`config.mk`:
```
export PLATFORM = sky130hd
export DESIGN_NAME = iir_sm_accumulator
export DESIGN_NICKNAME = d
export VERILOG_FILES = /design/src/rtl/iir_sm_accumulator.sv
export SDC_FILE = /design/constraint.sdc
export NUM_CORES = 1
export LEC_CHECK = 0
export ABC_AREA = 1
export BUFFER_PORTS_ARGS = -buffer_cell sky130_fd_sc_hd__buf_2
export CAP_MARGIN = 5
export CORE_MARGIN = 1
export CORE_UTILIZATION = 55
export CTS_CLUSTER_SIZE = 20
export DETAILED_ROUTE_END_ITERATION = 8
export PLACE_DENSITY = 0.83
export SYNTH_ARGS = -nofsm -noshare
export SYNTH_HDL_FRONTEND = slang
export SYNTH_SLANG_ARGS = --single-unit
```
`constraint.sdc`:
```
create_clock -name clk -period 2.84 [get_ports clk]
set_input_delay 0.568 -clock clk [delete_from_list [all_inputs] [get_ports clk]]
set_output_delay 0.568 -clock clk [all_outputs]
set_load 0.005 [all_outputs]
```
`src/rtl/iir_sm_accumulator.sv`:
```
// Sign-magnitude Q7.8 saturating accumulator: sums NTERMS product terms per frame and
// delivers one saturated sample over valid/ready. Optional sticky overflow flag: ACC_OVF_STICKY_EN.
module iir_sm_accumulator #(
  parameter int NTERMS = 5,
  parameter int ACC_W  = 20
) (
  input  logic        clk,
  input  logic        rst_n,
  input  logic        termValid,
  output logic        termReady,
  input  logic [15:0] term,
  input  logic        termSub,
  output logic        sumValid,
  input  logic        sumReady,
  output logic [15:0] sum,
  output logic        overflow
`ifdef ACC_OVF_STICKY_EN
  ,
  input  logic        ovfClear,
  output logic        ovfSticky
`endif
);

  localparam int CNT_W = (NTERMS > 1) ? $clog2(NTERMS) : 1;

  typedef enum logic {ACCUM, HOLD} state_t;

  state_t                   state, state_nxt;
  logic [CNT_W-1:0]         count;
  logic signed [ACC_W-1:0]  acc;
  logic signed [ACC_W-1:0]  mag_ext, contrib, final_sum;
  logic [ACC_W-1:0]         final_abs;
  logic                     accept, last, final_neg, sat;
  logic [15:0]              sum_nxt;

  assign accept  = termValid & termReady;
  assign last    = (count == CNT_W'(NTERMS - 1));

  // Magnitude 0 negates to 0, so a negative-zero term is harmless.
  assign mag_ext   = signed'({{(ACC_W-15){1'b0}}, term[14:0]});
  assign contrib   = (term[15] ^ termSub) ? -mag_ext : mag_ext;
  assign final_sum = acc + contrib;

  // Any magnitude bit at or above 2^15 means the result does not fit; this also catches -32768.
  assign final_neg = final_sum[ACC_W-1];
  assign final_abs = final_neg ? unsigned'(-final_sum) : unsigned'(final_sum);
  assign sat       = |final_abs[ACC_W-1:15];
  assign sum_nxt   = sat ? {final_neg, 15'h7FFF} : {final_neg, final_abs[14:0]};

  // NOTE: sequential state uses non-blocking assignments so every register samples pre-edge values.
  always_ff @(posedge clk or negedge rst_n) begin
    if (!rst_n) state <= ACCUM;
    else        state <= state_nxt;
  end

  // NOTE: defaulting every comb output first keeps unlisted paths from inferring latches.
  always_comb begin
    state_nxt = state;
    case (state)
      ACCUM:   if (accept && last)       state_nxt = HOLD;
      HOLD:    if (sumValid && sumReady) state_nxt = ACCUM;
      default: state_nxt = ACCUM;
    endcase
  end

  always_comb begin
    termReady = 1'b0;
    sumValid  = 1'b0;
    case (state)
      ACCUM:   termReady = 1'b1;
      HOLD:    sumValid  = 1'b1;
      default: termReady = 1'b0;
    endcase
  end

  always_ff @(posedge clk or negedge rst_n) begin
    if (!rst_n) begin
      acc      <= '0;
      count    <= '0;
      sum      <= 16'h0000;
      overflow <= 1'b0;
    end else if (accept) begin
      if (last) begin
        acc      <= '0;
        count    <= '0;
        sum      <= sum_nxt;
        overflow <= sat;
      end else begin
        acc   <= final_sum;
        count <= count + CNT_W'(1);
      end
    end
  end

`ifdef ACC_OVF_STICKY_EN
  always_ff @(posedge clk or negedge rst_n) begin
    if (!rst_n)                     ovfSticky <= 1'b0;
    else if (accept && last && sat) ovfSticky <= 1'b1;
    else if (ovfClear)              ovfSticky <= 1'b0;
  end
`endif

endmodule

```
==> results.md, run 1 <==
- Status: stopped before the end
- Failed at: global routing (5_1_grt)
- Err: [ERROR GRT-0232] Routing congestion too high. Check the congestion heatmap in the GUI.
- Area share of the largest cell type after synthesis: 25.3%
- Dpl hpwl: 10.1 mm
- Overflow after GRT: 13
- Post-synth top area cell: dfrtp_1
- Synth cell types: 32
- #FFs+latches synth: 41
- Hold Buf Count CTS: 0
- CTS root buffer: clkbuf_8
- Main area contributors after synthesis: dfrtp_1 25%, nand2_1 20%, inv_1 10%, ha_1 7.1%, nand3_1 6.5%
- Sequential fraction of the synthesis area: 25.3%
- Synth warn: 0
- GRT worst endpoint: sum[6]$_DFFE_PN0P_/D
- Placed Instance Area: 5270 um^2
- Syn Area/Cell: 6.08 um^2
- Starting Density: 58.3%
- Syn Nets: 711
- Cts bufs inserted: 5
- Depth of the CTS H-tree: 2
- PortBufs: 39
- CTS max path bufs: 2
- Worst EP kind: sequential cell input
- Die Ht: 87.8 um
- I/O pin count: 40
- Syn Std Cell Area: 4050 um^2
- Die span in x: 87.8 um
- Gr usage total: 71.1%
- Synth Instances: 666
- Row cnt: 30
- Largest net degree at the start of global routing: 42
- Clock Sinks: 41
- Routability congestion estimate: 0.973
-- Yosys cell counts --
cell type	number
a31oi_1	1
nand4_1	17
clkbuf_1	7
dfrtp_1	41
ha_1	23
inv_1	113
nor3_1	6
o21ai_0	33
nand3_1	53
a21oi_1	18
nand3_2	2
and2_1	1
buf_6	1
nor2_2	5
nand3b_1	2
nand2_1	221
o31ai_1	2
nor2_4	2
nand2_4	1
a21oi_2	1
nor2_1	57
o22ai_1	1
nor3b_1	1
nor3_2	1
o21a_1	1
xor2_1	17
xnor2_1	8
fa_1	1
inv_2	5
nor4_1	1
nand2_2	7
or2_2	16
-- metrics by stage --
step | setup TNS, ns | instances | worst slack, ns | hold slack, ns
detailed placement | -27.34 | 899 | -1.34 | 0.457
global placement | -24.51 | 899 | -1.21 | 0.448
floorplan | -10.23 | 666 | -0.628 | 0.272
CTS | -12.50 | 925 | -0.776 | 0.429
-- cells by family after synthesis --
group                      Yosys count  synth area share (%)
and+or+nand+nor                    393                  42.4
buffers and inverters              126                  11.9
AOI/OAI and AO/OA                   57                  7.38
DFF                                 41                  25.3
xor gates and xnor gates            25                  5.40
adders and majority gates           24                  7.60
-- routing by layer --
layer	track usage [%]	GRT overflow
met5	11.7	0
met3	59.0	2
met4	67.1	7
met1	72.2	0
met2	87.2	4
-- repair_timing --
action                                  4_1_cts
setup buffers                                15
endpoints found under the setup margin       25
pin swaps                                    61
gates resized for setup                      99
cloned                                        3
==> inputs of run 2 (changes only) <==
- CORE_UTILIZATION: 55 -> 40
- CTS_CLUSTER_SIZE: 20 -> unset
- PLACE_DENSITY: 0.83 -> unset
- PLACE_DENSITY_LB_ADDON: unset -> 0.15
- clock period: 2.84 -> 3.7 ns (I/O delays scaled with it)
==> run 2 against run 1 <==
  * The flow now finishes, with violations (setup timing)
  * Synthesized area unchanged
  * Synthesized cell count did not move
==> results.md, run 2 <==
- Reg2Reg Setup Slack: 0.73 ns
- Place WS: -0.708 ns
- Slew HR: 36.9%
- F_max: 0.248 GHz
- Dpl hpwl: 9.87 mm
- Via Count: 4651
- Fraction of registers with async set/reset: 100%
- Final setup margin: -0.330 ns
- Antenna Diode Count: 0
- Largest net degree at the start of global routing: 42
- Share of cells above drive strength 1: 36.3%
- Peak supply drop: 0.628 mV
- Area taken by multi-input logic gates: 2980 um^2
- Fin nets: 867
- CTS root buffer: clkbuf_8
- Most frequent cells in the layout: 186 x nand2_1, 112 x buf_4, 103 x inv_1
- Cts bufs inserted: 5
- Most common cell after layout, fill and taps aside: nand2_1
- WS Path Type: in -> reg
- Critical path fanouts, max: 7
- Syn Nets: 711
- Status: finished, violations left
- CP Capture Type: register
- Largest family of logic cells by synthesized area: simple AND/OR/NAND/NOR gates
- Vias in the first global route: 4442
- EDFF count, synth: 0
- #FFs+latches synth: 41
- DIE AREA: 10500 um^2
- FF+latch area: 1030 um^2
- Syn Std Cell Area: 4050 um^2
- Max FFs per register: 20
- Post-synthesis simple-gate area fraction: 42.4%
- Routed Antenna Nets: 0
- Crit path DAT: 4.24 ns
- Hold Path Class: reg -> reg
- Skew-Pair Late Insertion Delay: 0.30 ns
- DRC viols: 0
- CTS tree: done
- Gr usage total: 25.3%
- Synth cell types: 32
- PortBufs: 39
- Die span in x: 103 um
- Initial antenna violation count: 0
- Post-DR vias/cell: 4.87
- Worst Reg-to-Reg Cells: 19
- Syn Area/Cell: 6.08 um^2
- Depth of the CTS H-tree: 2
- Biggest register: acc
- Reg-to-reg critical path endpoint: sum[6]$_DFFE_PN0P_
- Least-Margin Pin Slew: 0.946 ns
- Synth Flop Type: dfrtp_1
- Max cap viols: 0
- Startpoint Class: input port
- WL final: 12.7 mm
- Sequential fraction of the synthesis area: 25.3%
- Slew Limit Fails: 0
- Synth warn: 0
- Crit share post-route: 109%
- Count leader, synth: nand2_1
- Synth Instances: 666
- Final setup viols: 16
- Worst hold path depth: 1
- Overflow after GRT: 0
- Post-synth top area cell: dfrtp_1
- Area share of the largest cell type after synthesis: 25.3%
- Leak Pwr: 3.08 nW
- Core box area: 9770 um^2
- Drt first pass iters: 5
- Mux cell area share after synthesis: 0%
- RSZ-0062 raised after global routing: true
- Row cnt: 36
- Main area contributors after synthesis: dfrtp_1 25%, nand2_1 20%, inv_1 10%, ha_1 7.1%, nand3_1 6.5%
- Power Density: 1010 nW/um^2
- Starting Density: 41.4%
- Area grow syn2layout: 43.9%
- CTS max path bufs: 2
- Adder-Cell Fraction of Synth Area: 7.60%
- Worst Skew: 0.00458 ns
- Post-synthesis compound-gate area fraction: 7.38%
- Hold_sp: count[2]$_DFFE_PN0P_
- Worst EP required: 3.91 ns
- Min Tclk post-route: 4.03 ns
- Initial DRC count: 244
- I/O pin count: 40
- Fill count: 974
- Clock Sinks: 41
- First-pass GRT wire length: 20.6 mm
- Failing checks: setup timing
- Worst R2R Start: acc[0]$_DFFE_PN0P_
- Die Ht: 103 um
- Xor/xnor share of the synthesized area: 5.40%
- Worst-path clk slew: 0.09 ns
- Hold Path Sink: count[2]$_DFFE_PN0P_
- Top flop regs: acc (20), sum (16), count (3)
- Total power: 0.00590 W
- Commonest cells post-synth: 221 x nand2_1, 113 x inv_1, 57 x nor2_1, 53 x nand3_1, 41 x dfrtp_1
- WL/cell: 13.3 um
- Final count of hold timing violations: 0
- Routability congestion estimate: 0.901
run 2: metal layers:
| layer | vias up | share of wire [%] | GRT usage (%) |
|---|---|---|---|
| met5 | - | 0 | 0 |
| met4 | 0 | 2.7 | 8.24 |
| li1 | 2383 | - | - |
| met3 | 25 | 3.8 | 2.51 |
| met2 | 101 | 47 | 42.4 |
| met1 | 2142 | 46 | 34.3 |
run 2: worst max path at each step:
stage            start  slack, ns            endpoint
6_report       termSub      -0.33  sum[6]$_DFFE_PN0P_
5_1_grt        termSub      -0.47  sum[1]$_DFFE_PN0P_
4_1_cts        term[1]      -0.06  sum[1]$_DFFE_PN0P_
3_5_place_dp   term[0]      -0.71  sum[4]$_DFFE_PN0P_
3_3_place_gp   term[0]      -0.64  sum[3]$_DFFE_PN0P_
2_1_floorplan  term[0]      0.002  sum[0]$_DFFE_PN0P_
run 2: logic make-up after synthesis:
| family | Yosys count |
|---|---|
| AOI/OAI and AO/OA | 57 |
| xor gates and xnor gates | 25 |
| adders and majority gates | 24 |
| buffers and inverters | 126 |
| DFF | 41 |
| and+or+nand+nor | 393 |
run 2: area by class of cell:
cell class	instances	share of cell area, %
sequential	41	17.6
timing repair buffer	155	19.0
multi-input combinational	501	51.1
inverter	118	7.84
clock inverter	3	0.365
clock buffer	5	1.18
tap	133	2.86
run 2: through the flow:
stage          util (%)  std cells  TNS [ns]  instance area, um^2  hold WS, ns
2_1_floorplan         -        666         0                 4140        0.434
3_3_place_gp       53.5        930    -10.62                 5230        0.452
3_5_place_dp       53.5        930    -11.74                 5230        0.467
4_1_cts            56.5        950    -0.358                 5520        0.480
5_1_grt            59.6        956     -6.90                 5830        0.490
6_report           59.6        956     -4.34                 5830        0.476
run 2: critical path, stage by stage:
cell and delay (ns):
buf_2 0.10, or2_2 0.29, nand2_2 0.11, clkinvlp_4 0.18, buf_4 0.22, o21ai_1 0.13, nand2_2 0.08, o21ai_1 0.08
o21ai_1 0.11, ha_1 0.38, nand2_1 0.11, nand2_2 0.07, inv_2 0.06, a21oi_2 0.05, nor3b_2 0.31, nand3_2 0.14
nand2_4 0.17, buf_12 0.14, buf_8 0.12, nand3_4 0.07, nand2_4 0.08, inv_4 0.03, nor2_4 0.24, nand3_1 0.11
nand2_1 0.07, inv_1 0.04
run 2: timing repair:
action	4_1_cts	5_1_grt
buffers inserted	11	6
cloned	1	1
gates resized for setup	35	72
pin swaps	23	38
endpoints found under the setup margin	18	18
hold buffers	0	0
run 2: power by group:
group | switching, W | internal, W
clock | 0.000180 | 0.000134
combinational | 0.00279 | 0.00204
sequential | 0.000131 | 0.000630
Note: power is estimated with default switching activity, not from simulation.
==> inputs of run 3 (changes only) <==
- BUFFER_PORTS_ARGS: -buffer_cell sky130_fd_sc_hd__buf_2 -> unset
- CORE_ASPECT_RATIO: unset -> 1.5
- DONT_BUFFER_PORTS: unset -> 1
- PLACE_DENSITY_LB_ADDON: 0.15 -> unset
==> run 3 against run 2 <==
  * The flow finishes with violations (DRC, setup timing)
  * Routed wire length shrank 2.2%
  * Maximum frequency rose by 7.5%
  * Largest power group unchanged
  * Largest cell class unchanged
  * Global-route usage is 1.4 points lower
  * Via count fell by 3.9%
  * Sequential cell count stayed put
  * Register-to-register slack got worse by 0.24 ns
  * Setup slack improved by 0.28 ns
  * Design area shrank 4.4%
  * Non-clock buffer count shrank 53
  * First-iteration DRC count shrank 37%
  * Clock power is 61% higher
==> results.md, run 3 (synthesis results as in run 2) <==
- Skew-Pair Late Insertion Delay: 0.29 ns
- P_sw: 0.00303 W
- Gr usage total: 24.0%
- Most frequent cells in the layout: 183 x nand2_1, 106 x inv_1, 101 x buf_4
- Failing checks: DRC, setup timing
- Starting Density: 41.6%
- Final count of hold timing violations: 0
- WL final: 12.4 mm
- Startpoint Class: input port
- PortBufs: 0
- Routability congestion estimate: 0.868
- Final instance area: 5570 um^2
- Biggest register: acc
- CP max-delay cell: fa_1
- Hold Path Class: in -> async
- WL/cell: 14.0 um
- Leak Pwr: 2.95 nW
- Clock power frac: 8.6%
- Cts bufs inserted: 5
- DIE AREA: 10500 um^2
- Most frequent CP cell: nand2_1
- Post-Route M1 WL: 5.07 mm
- Drt first pass iters: 6
- Worst Skew: 0.00448 ns
- Min Tclk post-route: 3.75 ns
- Place WS: -0.499 ns
- Depth of the CTS H-tree: 2
- Die Ht: 125 um
- F_max: 0.267 GHz
- Final setup margin: -0.0501 ns
- Top flop regs: acc (20), sum (16), count (3)
- WS Path Type: in -> reg
- Buf/Inv on CP: 5
- Row cnt: 44
- Worst-path clk slew: 0.06 ns
- CP peak stage delay: 0.46 ns
- Sequential share of power: 13.1%
- Least-Margin Pin Slew: 0.561 ns
- Placed Instance Area: 4890 um^2
- Final setup viols: 12
- Area grow syn2layout: 37.5%
- Overflow after GRT: 0
- Metal3 WL: 295 um
- CP top delay family: simple AND/OR/NAND/NOR gates
- Peak supply drop: 0.552 mV
- Fill count: 964
- Met2 wire length: 6.50 mm
- RSZ-0062 raised after global routing: true
- Max FFs per register: 20
- Crit path DAT: 3.93 ns
- Power Density: 1050 nW/um^2
- Status: finished, violations left
- Via Count: 4468
- Max cap viols: 0
- Antenna Diode Count: 0
- Routed Antenna Nets: 0
- Clock Sinks: 41
- DRC viols: 6
- Fin cells: 885
- Largest net degree at the start of global routing: 42
- Sw Share: 51.5%
- Combinational share of power: 78.2%
- Initial antenna violation count: 0
- Share of cells above drive strength 1: 31.6%
- Crit share post-route: 101%
- CTS max path bufs: 2
- Placed Instances: 859
- CP cell instances: or2_2 > nand2_2 > clkinvlp_4 > buf_4 > nand2_1 > o21ai_2 > fa_1 > buf_4 > nand3_1 > nand2_1 > nand2_1 > nand2_1 > xor2_2 > nor3_4 > nand4_1 > nand2_1 > nand2_2 > nand2_4 > inv_2 > nor2_4 > nand3_2 > nand2_1 > inv_1
- Fin nets: 814
- I/O pin count: 40
- Post-DR vias/cell: 5.05
- Worst EP required: 3.88 ns
- Die span in x: 84.2 um
- Critical path fanouts, max: 7
- Top sig layer: met4
- CTS root buffer: clkbuf_16
- Hold Buf Count CTS: 0
- Total power: 0.00587 W
- Initial DRC count: 153
- Dpl hpwl: 9.76 mm
- Int Pwr: 0.00285 W
- Vias in the first global route: 4523
- Core box area: 9740 um^2
- Slew Limit Fails: 0
- CTS tree: done
- First-pass GRT wire length: 20.3 mm
- CP Capture Type: register
- Most common cell after layout, fill and taps aside: nand2_1
- Slew HR: 62.5%
- Setup TNS: -0.332 ns
-- run 3: timing repair --
item                                    in CTS  in global routing
gates resized for setup                     19                 86
endpoints found under the setup margin      16                 17
pin swaps                                   15                 50
cloned                                       2                  0
buffers inserted                             3                 13
-- run 3: area by class of cell --
cell class,instances,area (um^2),share of cell area (%)
Clock buffer,7,143,2.56
Tap cell,115,144,2.58
Multi-Input combinational cell,501,2970,53.4
Inverter,118,485,8.72
Clock inverter,1,30.0,0.539
Timing Repair Buffer,102,769,13.8
Sequential cell,41,1030,18.4
-- run 3: per-layer routing --
metal	vias up	global-route usage (%)
met5	-	0
met4	0	11.3
met3	34	2.38
met2	84	45.1
met1	2073	26.7
li1	2277	-
-- run 3: through the flow --
| step | hold WS, ns | util, % |
|---|---|---|
| 6_report | 0.142 | 57.2 |
| 5_1_grt | 0.133 | 57.2 |
| 4_1_cts | 0.136 | 52.9 |
| 3_5_place_dp | 0.445 | 50.2 |
| 3_3_place_gp | 0.445 | 50.2 |
| 2_1_floorplan | 0.434 | - |
-- run 3: path summary, 6_finish.rpt --
check | from | endpoint | slack (ns) | depth (start not counted)
worst min-delay path | rst_n | sum[15]$_DFFE_PN0P_ | 0.14 | 0
worst max-delay path | termSub | sum[4]$_DFFE_PN0P_ | -0.05 | 23
worst max register to register | acc[0]$_DFFE_PN0P_ | sum[4]$_DFFE_PN0P_ | 0.49 | 18
worst min register to register | count[2]$_DFFE_PN0P_ | count[2]$_DFFE_PN0P_ | 0.48 | 1
min in group clk | count[2]$_DFFE_PN0P_ | count[2]$_DFFE_PN0P_ | 0.48 | 1
max in group asynchronous | rst_n | count[1]$_DFFE_PN0P_ | 3.46 | 0
-- run 3: power groups by stage --
stage / combinational (W) / sequential (W) / clock (W)
4_1_cts: 0.00411 / 0.000771 / 0.000517
5_1_grt: 0.00508 / 0.000791 / 0.000533
3_5_place_dp: 0.00391 / 0.000775 / 0
2_1_floorplan: 0.00251 / 0.000724 / 0
6_report: 0.00459 / 0.000771 / 0.000507
3_3_place_gp: 0.00385 / 0.000772 / 0
